==> config.mk <==
export PLATFORM = sky130hd
export DESIGN_NAME = dbus_arbiter
export DESIGN_NICKNAME = d
export VERILOG_FILES = /design/src/rtl/dbus_arbiter_pkg.sv /design/src/rtl/dbus_arbiter.sv
export SDC_FILE = /design/constraint.sdc
export NUM_CORES = 1
export LEC_CHECK = 0
export BUFFER_PORTS_ARGS = -buffer_cell sky130_fd_sc_hd__buf_2
export CAP_MARGIN = 20
export CORE_AREA = 4 4 129 131
export DETAILED_ROUTE_END_ITERATION = 6
export DIE_AREA = 0 0 133 135
export PLACE_DENSITY_LB_ADDON = 0.15
export SETUP_SLACK_MARGIN = 0.1
export SLEW_MARGIN = 20
export SYNTH_ARGS = -nofsm -noshare
export SYNTH_HDL_FRONTEND = slang
export SYNTH_SLANG_ARGS = --single-unit
==> constraint.sdc <==
create_clock -name s_clk_i -period 4.3 [get_ports s_clk_i]
set_input_delay 0.645 -clock s_clk_i [delete_from_list [all_inputs] [get_ports s_clk_i]]
set_output_delay 0.645 -clock s_clk_i [all_outputs]
set_load 0.05 [all_outputs]
==> src/rtl/dbus_arbiter_pkg.sv <==
// Shared types and constants for the two-master data-bus arbiter.
package dbus_arbiter_pkg;

  typedef enum logic {
    DBUS_M0 = 1'b0,
    DBUS_M1 = 1'b1
  } dbus_master_t;

  localparam int DBUS_MAX_WAIT = 8;

  localparam logic [1:0] HTRANS_IDLE   = 2'b00;
  localparam logic [1:0] HTRANS_NONSEQ = 2'b10;

endpackage

==> src/rtl/dbus_arbiter.sv <==
// AHB-lite arbiter for the LSU (M0) and an auxiliary master (M1) sharing one
// data-bus port: fixed M0 priority, M1 starvation escape, M0 RMW lock.
module dbus_arbiter
  import dbus_arbiter_pkg::*;
#(
  parameter int MAX_WAIT = DBUS_MAX_WAIT,
  parameter int CNT_W    = $clog2(MAX_WAIT + 1)
) (
  input  logic        s_clk_i,
  input  logic        s_reset_i,
  input  logic [31:0] s_m0_haddr_i,
  input  logic [1:0]  s_m0_htrans_i,
  input  logic [2:0]  s_m0_hsize_i,
  input  logic        s_m0_hwrite_i,
  input  logic [5:0]  s_m0_hparity_i,
  input  logic [31:0] s_m0_hwdata_i,
  input  logic [6:0]  s_m0_hwdcheck_i,
  output logic        s_m0_hready_o,
  output logic        s_m0_hresp_o,
  input  logic        s_m0_lock_i,
  input  logic [31:0] s_m1_haddr_i,
  input  logic [1:0]  s_m1_htrans_i,
  input  logic [2:0]  s_m1_hsize_i,
  input  logic        s_m1_hwrite_i,
  input  logic [5:0]  s_m1_hparity_i,
  input  logic [31:0] s_m1_hwdata_i,
  input  logic [6:0]  s_m1_hwdcheck_i,
  output logic        s_m1_hready_o,
  output logic        s_m1_hresp_o,
  output logic [31:0] s_haddr_o,
  output logic [1:0]  s_htrans_o,
  output logic [2:0]  s_hsize_o,
  output logic        s_hwrite_o,
  output logic [5:0]  s_hparity_o,
  output logic [31:0] s_hwdata_o,
  output logic [6:0]  s_hwdcheck_o,
  input  logic        s_hready_i,
  input  logic        s_hresp_i,
  output logic [31:0] s_hrdata_o,
  output logic [6:0]  s_hrdcheck_o,
  input  logic [31:0] s_hrdata_i,
  input  logic [6:0]  s_hrdcheck_i,
  output logic        s_grant_o
);

  dbus_master_t grant_q;
  dbus_master_t grant;
  dbus_master_t dp_owner_q;
  dbus_master_t dp_src;
  logic         dp_valid_q;
  logic [CNT_W-1:0] wait_q;

  logic [1:0] req;
  logic [1:0] hready_m;
  logic [1:0] hresp_m;
  logic [1:0] granted_htrans;
  logic [5:0] granted_parity;
  logic       starved;

  assign req     = {s_m1_htrans_i[1], s_m0_htrans_i[1]};
  assign starved = (wait_q == CNT_W'(MAX_WAIT));

  always_comb begin
    grant = DBUS_M0;
    if (!s_hready_i)                grant = grant_q;
    else if (s_m0_lock_i)           grant = DBUS_M0;
    else if (req[1] && starved)     grant = DBUS_M1;
    else if (req[0])                grant = DBUS_M0;
    else if (req[1])                grant = DBUS_M1;
  end

  // Address phase follows the current grant with no added latency.
  assign granted_htrans = (grant == DBUS_M1) ? s_m1_htrans_i  : s_m0_htrans_i;
  assign granted_parity = (grant == DBUS_M1) ? s_m1_hparity_i : s_m0_hparity_i;
  assign s_haddr_o   = (grant == DBUS_M1) ? s_m1_haddr_i  : s_m0_haddr_i;
  assign s_hsize_o   = (grant == DBUS_M1) ? s_m1_hsize_i  : s_m0_hsize_i;
  assign s_hwrite_o  = (grant == DBUS_M1) ? s_m1_hwrite_i : s_m0_hwrite_i;
  assign s_htrans_o  = s_reset_i ? HTRANS_IDLE : granted_htrans;
  assign s_hparity_o = {granted_parity[5] & ~s_reset_i, granted_parity[4:0]};
  assign s_grant_o   = grant;

  assign dp_src       = dp_valid_q ? dp_owner_q : DBUS_M0;
  assign s_hwdata_o   = (dp_src == DBUS_M1) ? s_m1_hwdata_i   : s_m0_hwdata_i;
  assign s_hwdcheck_o = (dp_src == DBUS_M1) ? s_m1_hwdcheck_i : s_m0_hwdcheck_i;
  assign s_hrdata_o   = s_hrdata_i;
  assign s_hrdcheck_o = s_hrdcheck_i;

  generate
    for (genvar gi = 0; gi < 2; gi++) begin : g_master
      localparam dbus_master_t ME = (gi == 0) ? DBUS_M0 : DBUS_M1;
      logic owns_dp;
      assign owns_dp = dp_valid_q && (dp_owner_q == ME);
      // A refused requester is stalled; an idle, uninvolved master sees ready.
      assign hready_m[gi] = (owns_dp || grant == ME) ? s_hready_i : ~req[gi];
      assign hresp_m[gi]  = s_hresp_i && owns_dp;
    end
  endgenerate

  assign s_m0_hready_o = hready_m[0];
  assign s_m1_hready_o = hready_m[1];
  assign s_m0_hresp_o  = hresp_m[0];
  assign s_m1_hresp_o  = hresp_m[1];

  always_ff @(posedge s_clk_i) begin
    if (s_reset_i) begin
      grant_q    <= DBUS_M0;
      dp_valid_q <= 1'b0;
      dp_owner_q <= DBUS_M0;
      wait_q     <= '0;
    end else begin
      grant_q <= grant;
      if (s_hready_i) begin
        dp_valid_q <= s_htrans_o[1];
        dp_owner_q <= grant;
        // Lock cycles never count toward M1 starvation.
        if (grant == DBUS_M1)
          wait_q <= '0;
        else if (req[1] && !s_m0_lock_i && !starved)
          wait_q <= wait_q + CNT_W'(1);
      end
    end
  end

endmodule
==> summary.txt <==
Floorplanning
  – Area of the core region: 0.0156 mm^2
  – Number of I/O pins: 337
  – Initial Util: 11.2%
  – # rows: 46
  – Width of the die: 133 um
  – Floorplan die height: 135 um
  – Die area: 0.0180 mm^2

Setup path
  – Kind of launch point of the worst setup path: input port
  – Critical path capture point type: output port
  – Required time at the worst-slack endpoint: roughly 3700 ps
  – Crit Path Class: in2out
  – Max incr delay on CP: approximately 590 ps
  – CP dominant cell by count: buf_2
  – Critical Path Fanout Max: 20
  – Master of the slowest instance on the critical path: a21oi_4
  – Cells along the critical path: buf_2 > nor2b_1 > and2_1 > a21oi_4 > buf_4 > mux2_2 > buf_2
  – Endpoint arrival time on the critical path: between 2000 and 3000 ps

Cells and area
  – Number of inserted diodes: 0
  – Most common cell after layout, fill and taps aside: buf_2
  – Area added between synthesis and finish: 74.1%
  – Nets@finish: 622
  – Final core utilization: 19.5%
  – Post-route non-filler standard cell count: between 600 and 700
  – Filler cells: between 1.5k and 2k
  – Leading cell types in the layout, fill and taps excluded: buf_2 (258), mux2_2 (80), a21oi_1 (10)
  – Share of final-layout standard cells stronger than drive strength 1: 84.6%

Flow run
  – Max-cap viol count: 0

Routing
  – Vias per inst: 3.58
  – Count of routing violations after the opening detailed-route iteration: 33
  – Number of nets with antenna violations after routing: 0
  – Detail-routed net length per standard cell: approximately 15 um
  – First-pass detailed-route iteration total: 6
  – Final WL: about 9400 um
  – Total number of vias: 2239
  – DR DRC count: 0

Synth
  – Count of flip-flops with a built-in enable after synthesis: 0
  – Post-synth net total: 405
  – Yosys synthesis warning count: 0
  – Synth Register Bits: 7
  – Part of the Yosys area used for sequential elements: 8.02%
  – Main synth FF type: dfxtp_1
  – Cell area after synthesis: 0.00175 mm^2
  – Average size of a mapped cell: 9.06 um^2
  – Instance count of the mapped netlist: 193
  – Share of async-settable or async-resettable flops after synthesis: 0%
  – Netlist cell types: 25

Outcome
  – Outcome: completed

Placement
  – Buffers on Ports: 258
  – Final weighted congestion in routability-driven placement: 0.714
  – Detailed placement HPWL: about 8600 um
  – Number of instances in the placed design: between 600 and 700

Global routing
  – Met3 Usage GRT: 1.97%
  – Total global routing track utilization: 9.29%
  – Global-route wire length before repair: 13100 um
  – Maximum number of pins on one net before global-route repair: 40
  – Global route hottest layer: met2
  – Fraction of met2 tracks used by global routing: 18.1%
  – Antenna violations before repair: 0
  – Vias in the first global route: between 2k and 2.5k
  – Total congestion overflow: 0
  – Global-route track usage on met1: around a tenth

Pwr
  – Share of power burned in combinational logic: 63.6%
  – Share of power burned in registers: 10.9%
  – P per Cell Area: 205 mW/mm^2
  – Peak supply drop: 60.2 uV
  – Switching part of the total: 48.0%
  – Total net switching power: 0.000300 W
  – Power Internal: between 0.0003 and 0.0004 W
  – Proportion of power drawn by the clock network: 25.5%
  – Leakage Power: 1.59 nW

Timing
  – RSZ-0062 raised after global routing: false
  – Worst setup skew after layout: 0.821 ps
  – Setup violations, final: 0
  – Final setup TNS: 0 ps
  – Tcrit/Tclk final: 76.7%
  – Headroom to the max-slew limit: 54.2%
  – Final count of hold timing violations: 0
  – Worst-margin pin slew: 686 ps
  – Final number of max-transition violations: 0
  – Minimum clock period after layout: 3300 ps
  – Max frequency: 303 MHz

CTS
  – Number of clock buffers inserted by TritonCTS: 3
  – Clock slew at reported path FFs: 40 ps
  – Deepest level of the CTS H-tree: 1
  – Number of resized instances in the post-cts repair step: 0
  – Root buf cell: clkbuf_16
  – Clock Latency Late Sink: 230 ps
  – Clock tree from TritonCTS: yes
  – Clock net sink count: 7
  – Number of hold buffers added after cts: 0
  – Largest buffer count on any clock path: 2
  – Post-CTS Setup Repair Bufs: 0

Hold path
  – Min-Delay Path Class: reg2reg
power by group through the flow:
stage	registers (W)	clock network (W)	logic, W
after floorplan	0.0000688	0	0.000365
after global routing	0.0000683	0.000165	0.000420
after CTS	0.0000681	0.000161	0.000403
after global placement	0.0000691	0	0.000402
after detailed placement	0.0000691	0	0.000402
final	0.0000682	0.000159	0.000397
through the flow:
stage	area [um^2]	power [W]	setup WS (ps)	hold WS (ps)
global route	3040	0.000653	874	511
finish	3040	0.000625	1000	490
global placement	2960	0.000471	1030	483
floorplan	1750	0.000434	1180	462
detailed placement	2960	0.000471	979	483
CTS	3040	0.000632	974	488
sequential cells by signal (all words and copies together), names as in the netlist:
name	flops
dp_owner_q	1
dp_valid_q	1
grant_q	1
wait_q	4
kinds of logic after synthesis:
kind of cell,share of synthesized area [%]
AOI/OAI and AO/OA,5.87
muxes,52.7
buffers and inverters,22.3
DFF,8.02
adders and majority gates,1.43
and+or+nand+nor,9.73
Yosys cell counts (2+ instances only):
cell type,n,area (um^2)
mux2_2,80,901
a31oi_1,3,18.8
mux2i_1,2,20.0
a21oi_1,10,50.1
nor2_1,4,15.0
buf_1,4,15.0
buf_6,5,56.3
o21ai_0,2,10.0
ha_1,2,25.0
nand2b_1,7,43.8
nand3_1,3,15.0
nor2b_1,5,31.3
inv_1,4,15.0
dfxtp_1,7,140
buf_4,39,293
nand2_1,6,22.5
and2_1,2,12.5
layer usage:
layer  up-vias  part of all wire (%)
met5         -                     0
met1       961                    36
met4         0                   2.3
met2       182                    52
li1       1076                     -
met3        20                   9.3
layout make-up:
class	count	area [um^2]	area share, %
Clock buffer	4	78.8	2.59
Inverter	5	21.3	0.699
Multi-Input combinational cell	132	1220	40.0
Sequential cell	7	140	4.61
Tap cell	216	270	8.88
Timing Repair Buffer	261	1310	43.2
worst max-delay path, delay by kind of cell:
family / cells / cell delay [ps]
buf+inv: 3 / 660
mux: 1 / 360
compound gates: 1 / 590
simple gates: 2 / 380
path summary, 6_finish.rpt:
kind	from	endpoint	slack, ps	depth (start not counted)
worst max-delay path	s_m1_htrans_i[1]	s_haddr_o[3]	1000	7
worst min-delay path	wait_q[1]$_SDFFE_PP0P_	wait_q[1]$_SDFFE_PP0P_	490	2
worst max register to register	wait_q[0]$_SDFFE_PP0P_	grant_q$_SDFF_PP0_	2650	6
worst min register to register	wait_q[1]$_SDFFE_PP0P_	wait_q[1]$_SDFFE_PP0P_	490	2
Note: power is estimated with default switching activity, not from simulation.
